===== src/rtl/led_status_gen_if.sv =====
`default_nettype none
// ============================================================================
// Module   : led_status_gen_if
// Brief    : Status bundle between the PCS/MAC side and led_status_gen.
// Revision : 1.0 - initial release
// ============================================================================
interface led_status_gen_if;
    logic block_lock;
    logic tx_frame_done;
    logic rx_frame_done;
    logic has_link;
    logic on_frame_sent;
    logic on_frame_received;
    logic blink;

    // master: the PCS/MAC side that raises status and consumes LED drive
    modport master (
        output block_lock,
        output tx_frame_done,
        output rx_frame_done,
        input  has_link,
        input  on_frame_sent,
        input  on_frame_received,
        input  blink
    );

    modport slave (
        input  block_lock,
        input  tx_frame_done,
        input  rx_frame_done,
        output has_link,
        output on_frame_sent,
        output on_frame_received,
        output blink
    );
endinterface
`default_nettype wire


===== src/rtl/led_status_gen.sv =====
`default_nettype none
// ============================================================================
// Module   : led_status_gen
// Brief    : Debounced link status, link-qualified activity pulses and a
//            free-running blink square wave for the port LED driver.
// Revision : 1.0 - initial release
// ============================================================================
module led_status_gen #(
    parameter int BLINK_HALF_PERIOD = 15625000,
    parameter int LINK_UP_CYCLES    = 1562500,
    parameter int LINK_DOWN_CYCLES  = 156250
) (
    input  logic             clk,
    input  logic             rst_n,
    led_status_gen_if.slave  bus
);

    localparam int c_DCNT_MAX = (LINK_UP_CYCLES > LINK_DOWN_CYCLES) ?
                                LINK_UP_CYCLES : LINK_DOWN_CYCLES;
    localparam int c_DW       = $clog2(c_DCNT_MAX + 1);
    localparam int c_BW       = $clog2(BLINK_HALF_PERIOD);

    localparam logic [c_DW-1:0] c_UP_LAST   = c_DW'(LINK_UP_CYCLES - 1);
    localparam logic [c_DW-1:0] c_DOWN_LAST = c_DW'(LINK_DOWN_CYCLES - 1);
    localparam logic [c_BW-1:0] c_BLK_LAST  = c_BW'(BLINK_HALF_PERIOD - 1);

    typedef enum logic [0:0] {
        ST_DOWN = 1'b0,
        ST_UP   = 1'b1
    } link_state_t;

    logic             r_sync1_q;
    logic             r_lock_s_q;
    link_state_t      r_state_q,    w_state_d;
    logic [c_DW-1:0]  r_dcnt_q,     w_dcnt_d;
    logic             r_has_link_q, w_has_link_d;
    logic             r_sent_q,     w_sent_d;
    logic             r_rcvd_q,     w_rcvd_d;
    logic [c_BW-1:0]  r_bcnt_q,     w_bcnt_d;
    logic             r_blink_q,    w_blink_d;

    // Link debounce: dcnt counts consecutive samples that disagree with the
    // current state; any agreeing sample restarts the count.
    always_comb begin
        w_state_d = r_state_q;
        w_dcnt_d  = r_dcnt_q;
        case (r_state_q)
            ST_DOWN: begin
                if (r_lock_s_q) begin
                    if (r_dcnt_q == c_UP_LAST) begin
                        w_state_d = ST_UP;
                        w_dcnt_d  = '0;
                    end else begin
                        w_dcnt_d  = r_dcnt_q + c_DW'(1);
                    end
                end else begin
                    w_dcnt_d = '0;
                end
            end
            ST_UP: begin
                if (!r_lock_s_q) begin
                    if (r_dcnt_q == c_DOWN_LAST) begin
                        w_state_d = ST_DOWN;
                        w_dcnt_d  = '0;
                    end else begin
                        w_dcnt_d  = r_dcnt_q + c_DW'(1);
                    end
                end else begin
                    w_dcnt_d = '0;
                end
            end
            default: begin
                w_state_d = ST_DOWN;
                w_dcnt_d  = '0;
            end
        endcase
        w_has_link_d = (w_state_d == ST_UP);
    end

    // Activity is qualified with the link status as it stood before this edge.
    always_comb begin
        w_sent_d = bus.tx_frame_done & r_has_link_q;
        w_rcvd_d = bus.rx_frame_done & r_has_link_q;
    end

    always_comb begin
        w_bcnt_d  = r_bcnt_q + c_BW'(1);
        w_blink_d = r_blink_q;
        if (r_bcnt_q == c_BLK_LAST) begin
            w_bcnt_d  = '0;
            w_blink_d = ~r_blink_q;
        end
    end

    always_ff @(posedge clk or negedge rst_n) begin
        if (!rst_n) begin
            r_sync1_q    <= 1'b0;
            r_lock_s_q   <= 1'b0;
            r_state_q    <= ST_DOWN;
            r_dcnt_q     <= '0;
            r_has_link_q <= 1'b0;
            r_sent_q     <= 1'b0;
            r_rcvd_q     <= 1'b0;
            r_bcnt_q     <= '0;
            r_blink_q    <= 1'b0;
        end else begin
            r_sync1_q    <= bus.block_lock;
            r_lock_s_q   <= r_sync1_q;
            r_state_q    <= w_state_d;
            r_dcnt_q     <= w_dcnt_d;
            r_has_link_q <= w_has_link_d;
            r_sent_q     <= w_sent_d;
            r_rcvd_q     <= w_rcvd_d;
            r_bcnt_q     <= w_bcnt_d;
            r_blink_q    <= w_blink_d;
        end
    end

    assign bus.has_link          = r_has_link_q;
    assign bus.on_frame_sent     = r_sent_q;
    assign bus.on_frame_received = r_rcvd_q;
    assign bus.blink             = r_blink_q;

endmodule
`default_nettype wire


===== src/flat_wrapper.sv =====
// flat-port wrapper written by rule: the top's interface ports become plain ports
module led_status_gen_flat 
#(
    parameter int BLINK_HALF_PERIOD = 15625000,
    parameter int LINK_UP_CYCLES    = 1562500,
    parameter int LINK_DOWN_CYCLES  = 156250
)
  (clk, rst_n, bus_block_lock, bus_tx_frame_done, bus_rx_frame_done, bus_has_link, bus_on_frame_sent, bus_on_frame_received, bus_blink);
  led_status_gen_if bus_i ();
  input  logic clk;
  input  logic rst_n;
  input wire logic [$bits(bus_i.block_lock)-1:0] bus_block_lock;
  input wire logic [$bits(bus_i.tx_frame_done)-1:0] bus_tx_frame_done;
  input wire logic [$bits(bus_i.rx_frame_done)-1:0] bus_rx_frame_done;
  output wire logic [$bits(bus_i.has_link)-1:0] bus_has_link;
  output wire logic [$bits(bus_i.on_frame_sent)-1:0] bus_on_frame_sent;
  output wire logic [$bits(bus_i.on_frame_received)-1:0] bus_on_frame_received;
  output wire logic [$bits(bus_i.blink)-1:0] bus_blink;
  assign bus_i.block_lock = bus_block_lock;
  assign bus_i.tx_frame_done = bus_tx_frame_done;
  assign bus_i.rx_frame_done = bus_rx_frame_done;
  assign bus_has_link = bus_i.has_link;
  assign bus_on_frame_sent = bus_i.on_frame_sent;
  assign bus_on_frame_received = bus_i.on_frame_received;
  assign bus_blink = bus_i.blink;
  led_status_gen #(.BLINK_HALF_PERIOD(BLINK_HALF_PERIOD), .LINK_UP_CYCLES(LINK_UP_CYCLES), .LINK_DOWN_CYCLES(LINK_DOWN_CYCLES)) u_core (.clk(clk), .rst_n(rst_n), .bus(bus_i));
endmodule

===== config.mk =====
export PLATFORM = sky130hd
export DESIGN_NAME = led_status_gen_flat
export DESIGN_NICKNAME = d
export VERILOG_FILES = /design/src/rtl/led_status_gen_if.sv /design/src/rtl/led_status_gen.sv /design/src/flat_wrapper.sv
export SDC_FILE = /design/constraint.sdc
export NUM_CORES = 1
export LEC_CHECK = 0
export ABC_AREA = 1
export BUFFER_PORTS_ARGS = -buffer_cell sky130_fd_sc_hd__buf_2
export CAP_MARGIN = 10
export CORE_ASPECT_RATIO = 1.4
export CORE_UTILIZATION = 55
export DETAILED_ROUTE_END_ITERATION = 7
export PLACE_DENSITY = 0.72
export SLEW_MARGIN = 5
export SYNTH_ARGS = -nofsm -noshare
export SYNTH_HDL_FRONTEND = slang
export SYNTH_SLANG_ARGS = --single-unit

===== constraint.sdc =====
create_clock -name clk -period 2.1 [get_ports clk]
set_input_delay 0.21 -clock clk [delete_from_list [all_inputs] [get_ports clk]]
set_output_delay 0.21 -clock clk [all_outputs]
set_load 0.005 [all_outputs]

Yosys cells after proc, flatten, opt, wreduce, memory -nomap -nowiden
Cells that the tools add are included.
Cells by class
  $add $sub $neg: 2
  eq/ne operators: 3
  muxes and demuxes: 11
  bitwise logic cells: 4
Operators by type and width (count)
  21-bit 2-to-1 mux: 4
  21-bit case mux with 2 select lines: 1
  24-bit by 1-bit adder with 24-bit output (second input constant): 1
  24-bit == test (second input constant): 1
  24-bit 2-to-1 mux: 1
  21-bit by 1-bit adder with 21-bit output (second input constant): 1
  21-bit by 18-bit == test with 1-bit output (second input constant): 1
  21-bit == test (second input constant): 1
  1-bit 2-to-1 mux: 4
  1-bit AND: 2
  1-bit inverter: 2
  1-bit case mux with 2 select lines: 1
Word-level totals
  bits in registers: 51
  output and inout port bits: 4
  logic and storage cells: 28

Logic depth before layout (Yosys ltp)
Gate-level depths: netlist (run 1).
  depth after elaboration: 4
  gate-level depth with buffers: 9

Worst setup path before layout (run 1)
OpenSTA, ideal clock, no wires.
  kind: reg2reg
  from: reg u_core.r_dcnt_q[0]
  to: reg u_core.r_dcnt_q[16]
  data arrival time: 1262 ps
  setup slack: 761 ps
  cell stages (with the launch flop): 10
  path through: dfrtp_1 ha_1 nand3_1 inv_1 nand3_1 inv_1 nand2_1 nand2_1 nand2_1 a21oi_1
On the way
  word-level cells in the longest chain between the ends: 4
  elaborated cells on any way between the ends: 8
  those cells by class: add/sub (1); eq/ne (2); mux (5)
Ends and longest elaborated chain
  start: declaration: RTL line led_status_gen.sv:35  | logic [c_DW-1:0] r_dcnt_q, w_dcnt_d;
  start signal: assignment: RTL line led_status_gen.sv:110  | r_dcnt_q <= w_dcnt_d;
  21-bit by 1-bit adder with 21-bit output (tied with other cells): RTL line led_status_gen.sv:54, led_status_gen.sv:66
  21-bit 2-to-1 mux, on equally long branches: RTL line led_status_gen.sv:62, led_status_gen.sv:50
  21-bit 2-to-1 mux, on equally long branches: RTL line led_status_gen.sv:61, led_status_gen.sv:49
  21-bit case mux with 2 select lines *: RTL line led_status_gen.sv:47  | case (r_state_q)
  named net u_core.w_dcnt_d[16]: RTL line led_status_gen.sv:35
The timed path passes the listed nets; every way through them passes the cells marked *.
A chain may end at the register's enable or synchronous reset.

Final worst setup path (run 1)
  from: reg u_core.r_bcnt_q[0]
  to: reg u_core.r_bcnt_q[23]
On the way
  word-level cells in the longest chain between the ends: 2
  elaborated cells on any way between the ends: 3
  those cells by class: add/sub (1); eq/ne (1); mux (1)
Ends and longest elaborated chain
  start: declaration: RTL line led_status_gen.sv:39  | logic [c_BW-1:0] r_bcnt_q, w_bcnt_d;
  start signal: assignment: RTL line led_status_gen.sv:114  | r_bcnt_q <= w_bcnt_d;
  24-bit by 1-bit adder with 24-bit output / 24-bit == test (equally long branches): RTL line led_status_gen.sv:87, led_status_gen.sv:89
  24-bit 2-to-1 mux *: RTL line led_status_gen.sv:89  | if (r_bcnt_q == c_BLK_LAST) begin
  named net u_core.w_bcnt_d[23]: RTL line led_status_gen.sv:39
Marked as above.

==> results of run 1 <==
[kinds of logic (layout without fill, tap and decap cells)]
family,count (synthesis),in the layout,share of synthesized area [%]
XOR/XNOR,19,19,5.68
buffers and inverters,58,77,7.78
AND/OR/NAND/NOR,226,226,34.8
flip-flops,51,51,43.6
adder cells (fa/ha/maj),3,3,1.28
AO/OA/AOI/OAI,38,38,6.84
[cells in the mapped netlist]
cell type,number
nand2_2,3
xor2_1,15
dfrtp_1,51
nand2_4,2
nor3_1,10
nor2_1,60
nor2_2,4
a21oi_1,27
o21ai_1,3
nand2_1,92
inv_1,49
o21ai_2,2
o21bai_1,1
nor3_2,1
buf_2,2
nor2_4,4
nand3_1,39
inv_2,5
ha_1,3
nor2_8,1
buf_4,2
nand4_1,10
xnor2_1,4
o21ai_0,5
[per-layer routing]
metal,up-vias,track usage (%)
met1,1199,25.5
met4,0,14.7
li1,1284,-
met2,54,45.5
met5,-,0
met3,18,4.25
[per-stage QoR]
| step | cell area (um^2) | worst slack, ps | instances | utilization (%) | hold slack, ps |
|---|---|---|---|---|---|
| after detailed placement | 3060 | 453 | 470 | 59.4 | 219 |
| after global routing | 3180 | 301 | 480 | 61.6 | 84.3 |
| after CTS | 3180 | 449 | 480 | 61.6 | 66.4 |
| final | 3180 | 422 | 480 | 61.6 | 76.9 |
| after floorplan | 2930 | 761 | 395 | - | -85.6 |
| after global placement | 3060 | 536 | 470 | 59.4 | 216 |
[cell type report]
type / count / area (um^2)
clock buffer: 5 / 68.8
clock inverter: 3 / 26.3
multi-input combinational: 286 / 1420
timing repair buffer: 15 / 97.6
inverter: 54 / 203
tap: 66 / 82.6
fill: 455 / 1980
sequential: 51 / 1280
[state kept, by name (all words and copies together) (netlist names)]
name	cells
u_core.r_sync1_q	1
u_core.bus.on_frame_received	1
u_core.r_state_q	1
u_core.bus.blink	1
u_core.r_lock_s_q	1
u_core.r_bcnt_q	24
u_core.bus.on_frame_sent	1
u_core.r_dcnt_q	21
[report_power, final]
| part | internal (uW) | switching, uW | leakage [uW] | total [uW] |
|---|---|---|---|---|
| clock | 246 | 352 | 0.0000491 | 598 |
| combinational | 15.5 | 33.7 | 0.000803 | 49.2 |
| sequential | 988 | 7.27 | 0.000691 | 995 |
| total | 1250 | 393 | 0.00154 | 1640 |
[worst max-delay path by stage]
| stage | from | to | slack [ps] | depth (start not counted) |
|---|---|---|---|---|
| after global routing | u_core.r_bcnt_q[0] | u_core.r_bcnt_q[9] | 300 | 8 |
| after global placement | u_core.r_bcnt_q[0] | u_core.r_bcnt_q[23] | 540 | 8 |
| after detailed placement | u_core.r_bcnt_q[0] | u_core.r_bcnt_q[23] | 450 | 8 |
| after floorplan | u_core.r_dcnt_q[0] | u_core.r_dcnt_q[16] | 760 | 9 |
| final | u_core.r_bcnt_q[0] | u_core.r_bcnt_q[23] | 420 | 8 |
| after CTS | u_core.r_bcnt_q[0] | u_core.r_bcnt_q[23] | 450 | 8 |
[worst register-to-register path: cells and delay by family (launching register included)]
kind / cells / cell delay (ps)
adder cells (fa/ha/maj): 1 / 200
buffers and inverters: 1 / 150
flip-flops: 1 / 380
AND/OR/NAND/NOR: 6 / 850
==> results.txt, run 1 <==
----------------------------------------------------
[Global routing]
  Vias in the first global route ... 2506
  Number of antenna violations at the first check in global routing ... 0
  Overflow left after global routing ... 0
  Pin count of the biggest net entering global routing ... 24
  Global-route wire length before repair ... 10700 um
  Total global-route track usage ... 24.4%

[Critical path]
  Critical Path End Type ... flop
  Cell type of the slowest stage on the worst timing path ... dfrtp_1
  Number of buffer and inverter instances along the worst setup path ... 1
  Crit path top cell by count ... nand2_1
  Data arrival at the endpoint of the critical path ... 1880 ps
  Cell chain of the critical path ... ha_1 > nand2_1 > inv_2 > nand2_1 > nor3_1 > nand3_1 > nand2_1 > nor2_1
  R2R Setup Slk ... 420 ps
  Crit-path leading delay family ... simple AND/OR/NAND/NOR gates
  Startpoint class of the critical path ... flop
  Worst Reg-to-Reg Cells ... 8
  Capturing point of the worst reg2reg path ... u_core.r_bcnt_q[23]
  Critical Path RT ... 2300 ps
  Maximum cell stage delay along the critical path ... 380 ps
  Top fanout value on the critical path ... 6
  Worst reg2reg path startpoint ... u_core.r_bcnt_q[0]
  Worst setup path category ... reg2reg

[Clock network]
  CTS sink count ... 51
  CTS root buffer ... clkbuf_8
  Number of buffers added by the clock tree synthesis step ... 5
  Clock H-tree levels ... 2
  Clock-pin slew reported for the worst setup and hold paths after clock tree synthesis ... 110 ps
  Number of hold buffers added after CTS ... 2
  CTS tree ... built
  Clock insertion delay at the later pin of the skew report ... 310 ps
  Post-CTS sizing ... 0
  Post-CTS Repair Setup Buffers ... 0
  Number of buffers on the longest clock path ... 2

[Die]
  Total die area ... 0.00562 mm^2
  Placement row count ... 31
  Placeable core region ... 0.00516 mm^2
  Die span in y ... 88.3 um
  Die Width ... 63.7 um
  Initial Util ... 56.8%
  Number of I/O pins ... 9

[Placement]
  Half-perimeter wire length after detailed placement ... 4830 um
  Number of input and output port buffers inserted ... 8
  Placer Congestion ... 0.876

[Run]
  Max-cap violation count ... 0

[Min path]
  Worst hold path stage count ... 3
  Worst min path class ... in2reg
  End point of the most critical hold path ... u_core.bus.on_frame_received
  Source of the worst hold timing path ... bus_rx_frame_done

[Finish]
  Fraction of layout cells with a size suffix above 1 ... 10.4%
  Most common library cell in the layout ignoring fill and taps ... nand2_1
  # nets final ... 421
  Highest-count cells in the layout ignoring fill and taps ... nand2_1, nor2_1, dfrtp_1
  Antenna fix cells ... 0
  Layout-stage area growth over the synthesis result ... 8.55%

[Timing]
  Period utilisation layout ... 79.9%
  Final TNS setup ... 0 ps
  Setup skew after layout ... 13.9 ps
  Count of endpoints failing hold in the final timing report ... 0
  Slew at the pin closest to its max-slew limit ... 540 ps
  Final worst path period need ... 1680 ps
  Total count of max-transition violations in the final report ... 0
  Unrepaired setup endpoints after global routing ... no
  Maximum clock frequency ... 0.596 GHz
  Final setup violation count ... 0
  Relative slew slack ... 64.0%

[Synth]
  Count of distinct cell types in the synthesized netlist ... 24
  Gate Count Post-Synth ... 395
  Net Count, Synth ... 403
  Total number of yosys warnings ... 0
  Sequential element share of the synthesized area ... 43.6%
  Per-instance average area after synthesis ... 7.41 um^2
  Cell area after synthesis ... 0.00293 mm^2
  Dominant cell type by area after synthesis ... dfrtp_1
  Area share of the leading cell type in the synthesized netlist ... 43.6%
  #FFs+latches synth ... 51
  Synth top area cells ... dfrtp_1, nand2_1, nor2_1

[Route]
  Top routing layer used ... met4
  TritonRoute pass-1 iters ... 4
  Met2 routed WL ... 3490 um
  Count of antenna-violating nets left after detailed routing ... 0
  Avg Vias per Cell ... 5.32
  DRC violations left ... 0
  Initial DRC count ... 167
  Sum of routed wire segments on met1 ... 2460 um
  Met3 wire len ... 170 um
  Total via count after detailed routing ... 2555
  Total wire length ... 6320 um
  Average wire length per cell after detail routing ... 13.2 um

[Power]
  Worst voltage drop across the vdd grid ... 0.000432 V
  Leakage power ... 0.00154 uW
  Total power of the final layout ... 1640 uW
  Power per Cell Area ... 517 mW/mm^2

[Status]
  Outcome ... completed

----------------------------------------------------
Power figures use the tool's default switching activity.
==> inputs of run 2 (changes only) <==
--- a/config.mk
+++ b/config.mk
@@ -5,7 +5,7 @@
 export SDC_FILE = /design/constraint.sdc
 export NUM_CORES = 1
 export LEC_CHECK = 0
-export ABC_AREA = 1
+export ABC_AREA = 0
 export BUFFER_PORTS_ARGS = -buffer_cell sky130_fd_sc_hd__buf_2
 export CAP_MARGIN = 10
 export CORE_ASPECT_RATIO = 1.4
==> constraint.sdc (replaced) <==
create_clock -name clk -period 1.7 [get_ports clk]
set_input_delay 0.17 -clock clk [delete_from_list [all_inputs] [get_ports clk]]
set_output_delay 0.17 -clock clk [all_outputs]
set_load 0.005 [all_outputs]
==> run 2 against run 1 <==
Net effect: the run now ends with design-rule violations, negative setup slack left; first-iteration DRC count shrank 50%; non-clock buffer count grew 38; register-to-register slack lost 650 ps; highest routed layer unchanged; largest power group unchanged; clock skew shrank 4.6 ps; combinational power grew 94%; global-route usage grew 1.1 points; routed wire length shrank 20%; cell area shrank 6.3%.
==> results.txt, run 2 <==
----------------------------------------------------
[Power]
  Total net switching power ... 466 uW
  Leakage power ... 0.00133 uW
  Clock network fraction of design power ... 34.5%
  Int Pwr ... 1550 uW
  Switch share ... 23.1%
  Worst voltage drop across the vdd grid ... 0.000510 V
  Combinational fraction of design power ... 4.7%
  Power per Cell Area ... 677 mW/mm^2
  Proportion of power drawn by flip-flops and latches ... 60.8%

[Clock network]
  Number of buffers added by the clock tree synthesis step ... 5
  Clock insertion delay at the later pin of the skew report ... 320 ps
  CTS sink count ... 51
  Clock H-tree levels ... 2
  CTS tree ... built
  Clock-pin slew reported for the worst setup and hold paths after clock tree synthesis ... 90 ps
  CTS root buffer ... clkbuf_8
  Number of buffers on the longest clock path ... 2

[Finish]
  Highest-count cells in the layout ignoring fill and taps ... dfrtp_1, buf_4, nor2_1
  Most flops, register ... u_core.r_bcnt_q
  Antenna fix cells ... 0
  Fraction of layout cells with a size suffix above 1 ... 29.4%
  Most common library cell in the layout ignoring fill and taps ... dfrtp_1
  # nets final ... 296
  Final-layout fill cell count ... 302
  Fin util ... 74.0%
  Register area ... 0.00128 mm^2
  Largest registers ranked by flip-flop count ... u_core.r_bcnt_q: 24 flops, u_core.r_dcnt_q: 21 flops
  Number of flip-flops in the largest register ... 24
  Layout-stage area growth over the synthesis result ... 25.9%
  Combined area of the multi-input logic cells ... 0.00114 mm^2

[Status]
  Failing checks ... design-rule violations, negative setup slack
  Outcome ... finished, violations left

[Synth]
  Asr flop ratio synth ... 100%
  Cell area after synthesis ... 0.00236 mm^2
  Synth top area cells ... dfrtp_1, nor2_1, xor2_1
  Leading register cell type out of synthesis ... dfrtp_1
  Total number of yosys warnings ... 0
  Area share of the leading cell type in the synthesized netlist ... 54.0%
  Sequential element share of the synthesized area ... 54.0%
  Most numerous cell types in the synthesized netlist ... dfrtp_1, nor2_1, nand3_1
  Most frequently used cell type in the post-synthesis netlist ... dfrtp_1
  Gate Count Post-Synth ... 231
  Dominant cell type by area after synthesis ... dfrtp_1
  #FFs+latches synth ... 51
  Net Count, Synth ... 239
  Count of distinct cell types in the synthesized netlist ... 31
  Per-instance average area after synthesis ... 10.2 um^2
  Number of synthesized flops with an enable pin ... 0

[Timing]
  Final setup violation count ... 21
  Maximum clock frequency ... 0.518 GHz
  Slew at the pin closest to its max-slew limit ... 467 ps
  Total count of max-transition violations in the final report ... 0
  Count of endpoints failing hold in the final timing report ... 0
  Setup skew after layout ... 9.26 ps
  Final worst path period need ... 1930 ps
  Period utilisation layout ... 114%
  Unrepaired setup endpoints after global routing ... yes
  Fin worst setup slack ... -230 ps
  Min Hold Slack ... 58.8 ps
  Relative slew slack ... 68.4%

[Placement]
  Half-perimeter wire length after detailed placement ... 3470 um
  Number of input and output port buffers inserted ... 8
  Pre-CTS setup slack ... -293 ps
  Placer Congestion ... 0.858

[Critical path]
  Critical Path End Type ... flop
  Critical Path RT ... 1910 ps
  Cell chain of the critical path ... or4_4 > nor4_2 > nand4_1 > a22oi_2 > buf_6 > nor2_2
  Maximum cell stage delay along the critical path ... 540 ps
  Number of buffer and inverter instances along the worst setup path ... 1
  Cell type of the slowest stage on the worst timing path ... or4_4
  Crit-path leading delay family ... simple AND/OR/NAND/NOR gates
  Startpoint class of the critical path ... flop
  Data arrival at the endpoint of the critical path ... 2140 ps
  Top fanout value on the critical path ... 6
  Worst setup path category ... reg2reg

[Global routing]
  Overflow left after global routing ... 0
  Total global-route track usage ... 25.5%
  Number of antenna violations at the first check in global routing ... 0
  Global-route wire length before repair ... 8580 um
  Vias in the first global route ... 2023
  Pin count of the biggest net entering global routing ... 52

[Die]
  Die Width ... 57.4 um
  Die span in y ... 79.6 um
  Number of I/O pins ... 9
  Placeable core region ... 0.00402 mm^2
  Total die area ... 0.00457 mm^2
  Initial Util ... 58.8%
  Placement row count ... 27

[Route]
  Count of antenna-violating nets left after detailed routing ... 0
  Total via count after detailed routing ... 1897
  Initial DRC count ... 84
  Total wire length ... 5070 um
  Avg Vias per Cell ... 5.71
  TritonRoute pass-1 iters ... 6
  Average wire length per cell after detail routing ... 15.3 um
  DRC violations left ... 1

[Run]
  Max-cap violation count ... 0

[Min path]
  Worst min path class ... in2reg

----------------------------------------------------
==> run 2: changes by cell type in the layout (fill, tap and decap cells not counted), sizes merged, moves of 4 or more <==
cell and change:
a21oi -26, buf +38, inv -53, nand2 -81, nand3 -18, nand4 +5
nor2 -27, nor3 -7, nor4 +8, o21ai -4, xnor2 +13
==> run 2: worst paths after layout <==
check	cells past startpoint	endpoint	start	slack (ps)
setup / recovery	6	u_core.r_dcnt_q[5]	u_core.r_dcnt_q[11]	-230
hold / removal	2	u_core.bus.on_frame_received	bus_rx_frame_done	60
setup reg to reg	6	u_core.r_dcnt_q[5]	u_core.r_dcnt_q[11]	-230
hold reg to reg	0	u_core.r_lock_s_q	u_core.r_sync1_q	360
max in group asynchronous	3	u_core.r_bcnt_q[17]	rst_n	1100
min in group asynchronous	3	u_core.r_dcnt_q[14]	rst_n	360
==> run 2: logic make-up after synthesis <==
kind of cell	Yosys count	synth area share (%)
AND/OR/NAND/NOR	125	26.9
flip-flops	51	54.0
XOR/XNOR	35	13.0
AO/OA/AOI/OAI	11	2.96
buffers and inverters	6	1.59
adder cells (fa/ha/maj)	3	1.59
==> run 2: repair_timing <==
action / 4_1_cts / 5_1_grt
endpoints found under the hold margin: 52 / 0
setup endpoints to repair: 22 / 36
setup buffers: 2 / 3
pin swaps: 7 / 2
gates resized for setup: 10 / 19
hold buffers: 2 / 0
cloned: 1 / 0
==> run 2: cell type report <==
cell class / count / area share (%)
Clock buffer: 6 / 2.44
Inverter: 3 / 0.378
Sequential cell: 51 / 42.9
Tap cell: 43 / 1.81
Multi-Input combinational cell: 174 / 38.4
Timing Repair Buffer: 53 / 13.7
Clock inverter: 2 / 0.420
==> run 2: stage by stage <==
stage / power (uW) / setup TNS (ps) / area, um^2 / instances
floorplan: 1280 / -5210 / 2370 / 231
global placement: 1330 / -5090 / 2730 / 316
detailed placement: 1330 / -5720 / 2730 / 316
CTS: 2030 / -4380 / 2890 / 329
global route: 2100 / -6200 / 2980 / 332
finish: 2020 / -4710 / 2980 / 332
==> run 2: routing by layer <==
metal | global-route usage (%) | share of wire [%] | up-vias
met5 | 0 | 0 | -
met2 | 47.2 | 55 | 27
met3 | 5.67 | 2.5 | 13
met1 | 25.1 | 39 | 938
li1 | - | - | 919
met4 | 15.6 | 2.7 | 0
==> run 2: power groups by stage <==
stage                     sequential, uW  clock, uW  combinational, uW
after global placement              1250          0               77.1
after global routing                1230        766                106
after CTS                           1230        709               91.1
after floorplan                     1250          0               25.1
final                               1230        696               95.3
after detailed placement            1250          0               77.3
==> inputs of run 3 (changes only) <==
--- a/config.mk
+++ b/config.mk
@@ -8,7 +8,6 @@
 export ABC_AREA = 0
 export BUFFER_PORTS_ARGS = -buffer_cell sky130_fd_sc_hd__buf_2
 export CAP_MARGIN = 10
-export CORE_ASPECT_RATIO = 1.4
 export CORE_UTILIZATION = 55
 export DETAILED_ROUTE_END_ITERATION = 7
 export PLACE_DENSITY = 0.72
==> run 3 against run 2 <==
Net effect: the run ends with negative setup slack left; flip-flop and latch count unchanged; clock power hardly changed; final cell count up 0.90%; first-iteration DRC count increased by 110%; cell area down 2.2%; critical path type unchanged.
==> results.txt, run 3 (synthesized netlist as in run 2, its figures left out) <==
----------------------------------------------------
[Status]
  Outcome ... finished, violations left
  Failing checks ... negative setup slack

[Route]
  TritonRoute pass-1 iters ... 4
  Average wire length per cell after detail routing ... 14.6 um
  Top routing layer used ... met4
  Met2 routed WL ... 2100 um
  Count of antenna-violating nets left after detailed routing ... 0
  Total via count after detailed routing ... 1873
  Total wire length ... 4900 um
  Sum of routed wire segments on met1 ... 2440 um
  Initial DRC count ... 177
  Met3 wire len ... 261 um
  DRC violations left ... 0
  Avg Vias per Cell ... 5.59

[Clock network]
  CTS sink count ... 51
  Clock H-tree levels ... 2
  Number of buffers added by the clock tree synthesis step ... 5
  Clock-pin slew reported for the worst setup and hold paths after clock tree synthesis ... 90 ps
  Post-CTS Repair Setup Buffers ... 0
  Number of buffers on the longest clock path ... 2
  Clock insertion delay at the later pin of the skew report ... 310 ps
  CTS root buffer ... clkbuf_8
  CTS tree ... built

[Global routing]
  Pin count of the biggest net entering global routing ... 52
  Overflow left after global routing ... 0
  Global-route wire length before repair ... 7720 um
  Number of antenna violations at the first check in global routing ... 0
  Vias in the first global route ... 1672
  Total global-route track usage ... 23.3%

[Timing]
  Period utilisation layout ... 119%
  Relative slew slack ... 58.1%
  Unrepaired setup endpoints after global routing ... yes
  Final worst path period need ... 2020 ps
  Min Hold Slack ... 70.8 ps
  Fin worst setup slack ... -316 ps
  Final setup violation count ... 21
  Slew at the pin closest to its max-slew limit ... 629 ps
  Count of endpoints failing hold in the final timing report ... 0
  Setup skew after layout ... 13.2 ps
  Total count of max-transition violations in the final report ... 0
  Maximum clock frequency ... 0.496 GHz

[Placement]
  Number of input and output port buffers inserted ... 8
  Placer Congestion ... 0.817
  Pre-CTS setup slack ... -301 ps
  Cell area after placement ... 0.00275 mm^2
  Half-perimeter wire length after detailed placement ... 3350 um

[Power]
  Worst voltage drop across the vdd grid ... 0.000469 V
  Total power of the final layout ... 2000 uW
  Leakage power ... 0.00130 uW
  Power per Cell Area ... 687 mW/mm^2

[Critical path]
  Critical Path End Type ... flop
  Cell type of the slowest stage on the worst timing path ... or4b_4
  Crit-path leading delay family ... simple AND/OR/NAND/NOR gates
  Worst setup path category ... reg2reg
  Top fanout value on the critical path ... 21
  Critical Path RT ... 1900 ps
  Maximum cell stage delay along the critical path ... 460 ps
  Data arrival at the endpoint of the critical path ... 2210 ps
  Number of buffer and inverter instances along the worst setup path ... 1
  Startpoint class of the critical path ... flop
  Cell chain of the critical path ... ha_2 > or4b_4 > nor4_2 > a21oi_1 > a22oi_2 > buf_12 > nor2_1

[Finish]
  Antenna fix cells ... 0
  Most common library cell in the layout ignoring fill and taps ... dfrtp_1
  Largest registers ranked by flip-flop count ... u_core.r_bcnt_q: 24 flops, u_core.r_dcnt_q: 21 flops
  Fraction of layout cells with a size suffix above 1 ... 23.5%
  Number of flip-flops in the largest register ... 24
  Most flops, register ... u_core.r_bcnt_q
  # nets final ... 292
  Layout-stage area growth over the synthesis result ... 23.1%
  Summed area of non-filler cells in the final layout ... 0.00291 mm^2
  Highest-count cells in the layout ignoring fill and taps ... dfrtp_1, nor2_1, buf_4

[Die]
  Die span in y ... 67.6 um
  Number of I/O pins ... 9
  Initial Util ... 58.3%
  Placement row count ... 23
  Placeable core region ... 0.00406 mm^2
  Total die area ... 0.00457 mm^2
  Die Width ... 67.6 um

[Run]
  Max-cap violation count ... 0

[Min path]
  Worst min path class ... in2reg

----------------------------------------------------
==> run 3: report_power, final <==
group	leakage [uW]	switching, uW	internal (uW)
clock	0.0000483	405	290
sequential	0.000691	5.62	1220
combinational	0.000564	48.1	31.3
==> run 3: metrics by stage <==
stage	cells	util, %	TNS [ps]
global placement	325	67.8	-6160
global route	335	71.8	-7010
detailed placement	325	67.8	-5910
CTS	335	70.7	-6260
finish	335	71.8	-6130
floorplan	231	-	-5210
==> run 3: layout make-up <==
cell class / count / area (um^2)
multi-input combinational: 174 / 1110
sequential: 51 / 1280
inverter: 3 / 11.3
clock inverter: 3 / 18.8
clock buffer: 5 / 68.8
timing repair buffer: 49 / 365
tap: 50 / 62.6
fill: 290 / 1150
==> run 3: final timing paths <==
kind / endpoint / slack, ps / depth (start not counted) / from
max in group asynchronous: u_core.r_dcnt_q[4] / 780 / 3 / rst_n
min in group asynchronous: u_core.r_dcnt_q[9] / 500 / 3 / rst_n
worst min-delay path: u_core.bus.on_frame_sent / 70 / 2 / bus_tx_frame_done
worst min register to register: u_core.r_lock_s_q / 370 / 0 / u_core.r_sync1_q
worst max register to register: u_core.r_dcnt_q[20] / -320 / 7 / u_core.r_dcnt_q[0]
worst max-delay path: u_core.r_dcnt_q[20] / -320 / 7 / u_core.r_dcnt_q[0]
==> run 3: repair_timing <==
action,4_1_cts,5_1_grt
gates cloned,0,0
endpoints found under the setup margin,22,40
hold buffers,2,0
pin swaps,1,2
gates resized for setup,2,8
endpoints found under the hold margin,52,0
==> run 3: metal layers <==
metal	global-route usage, %	vias to the layer above
li1	-	918
met1	33.2	896
met2	32.3	48
met3	6.42	11
met4	10.6	0
met5	0	-
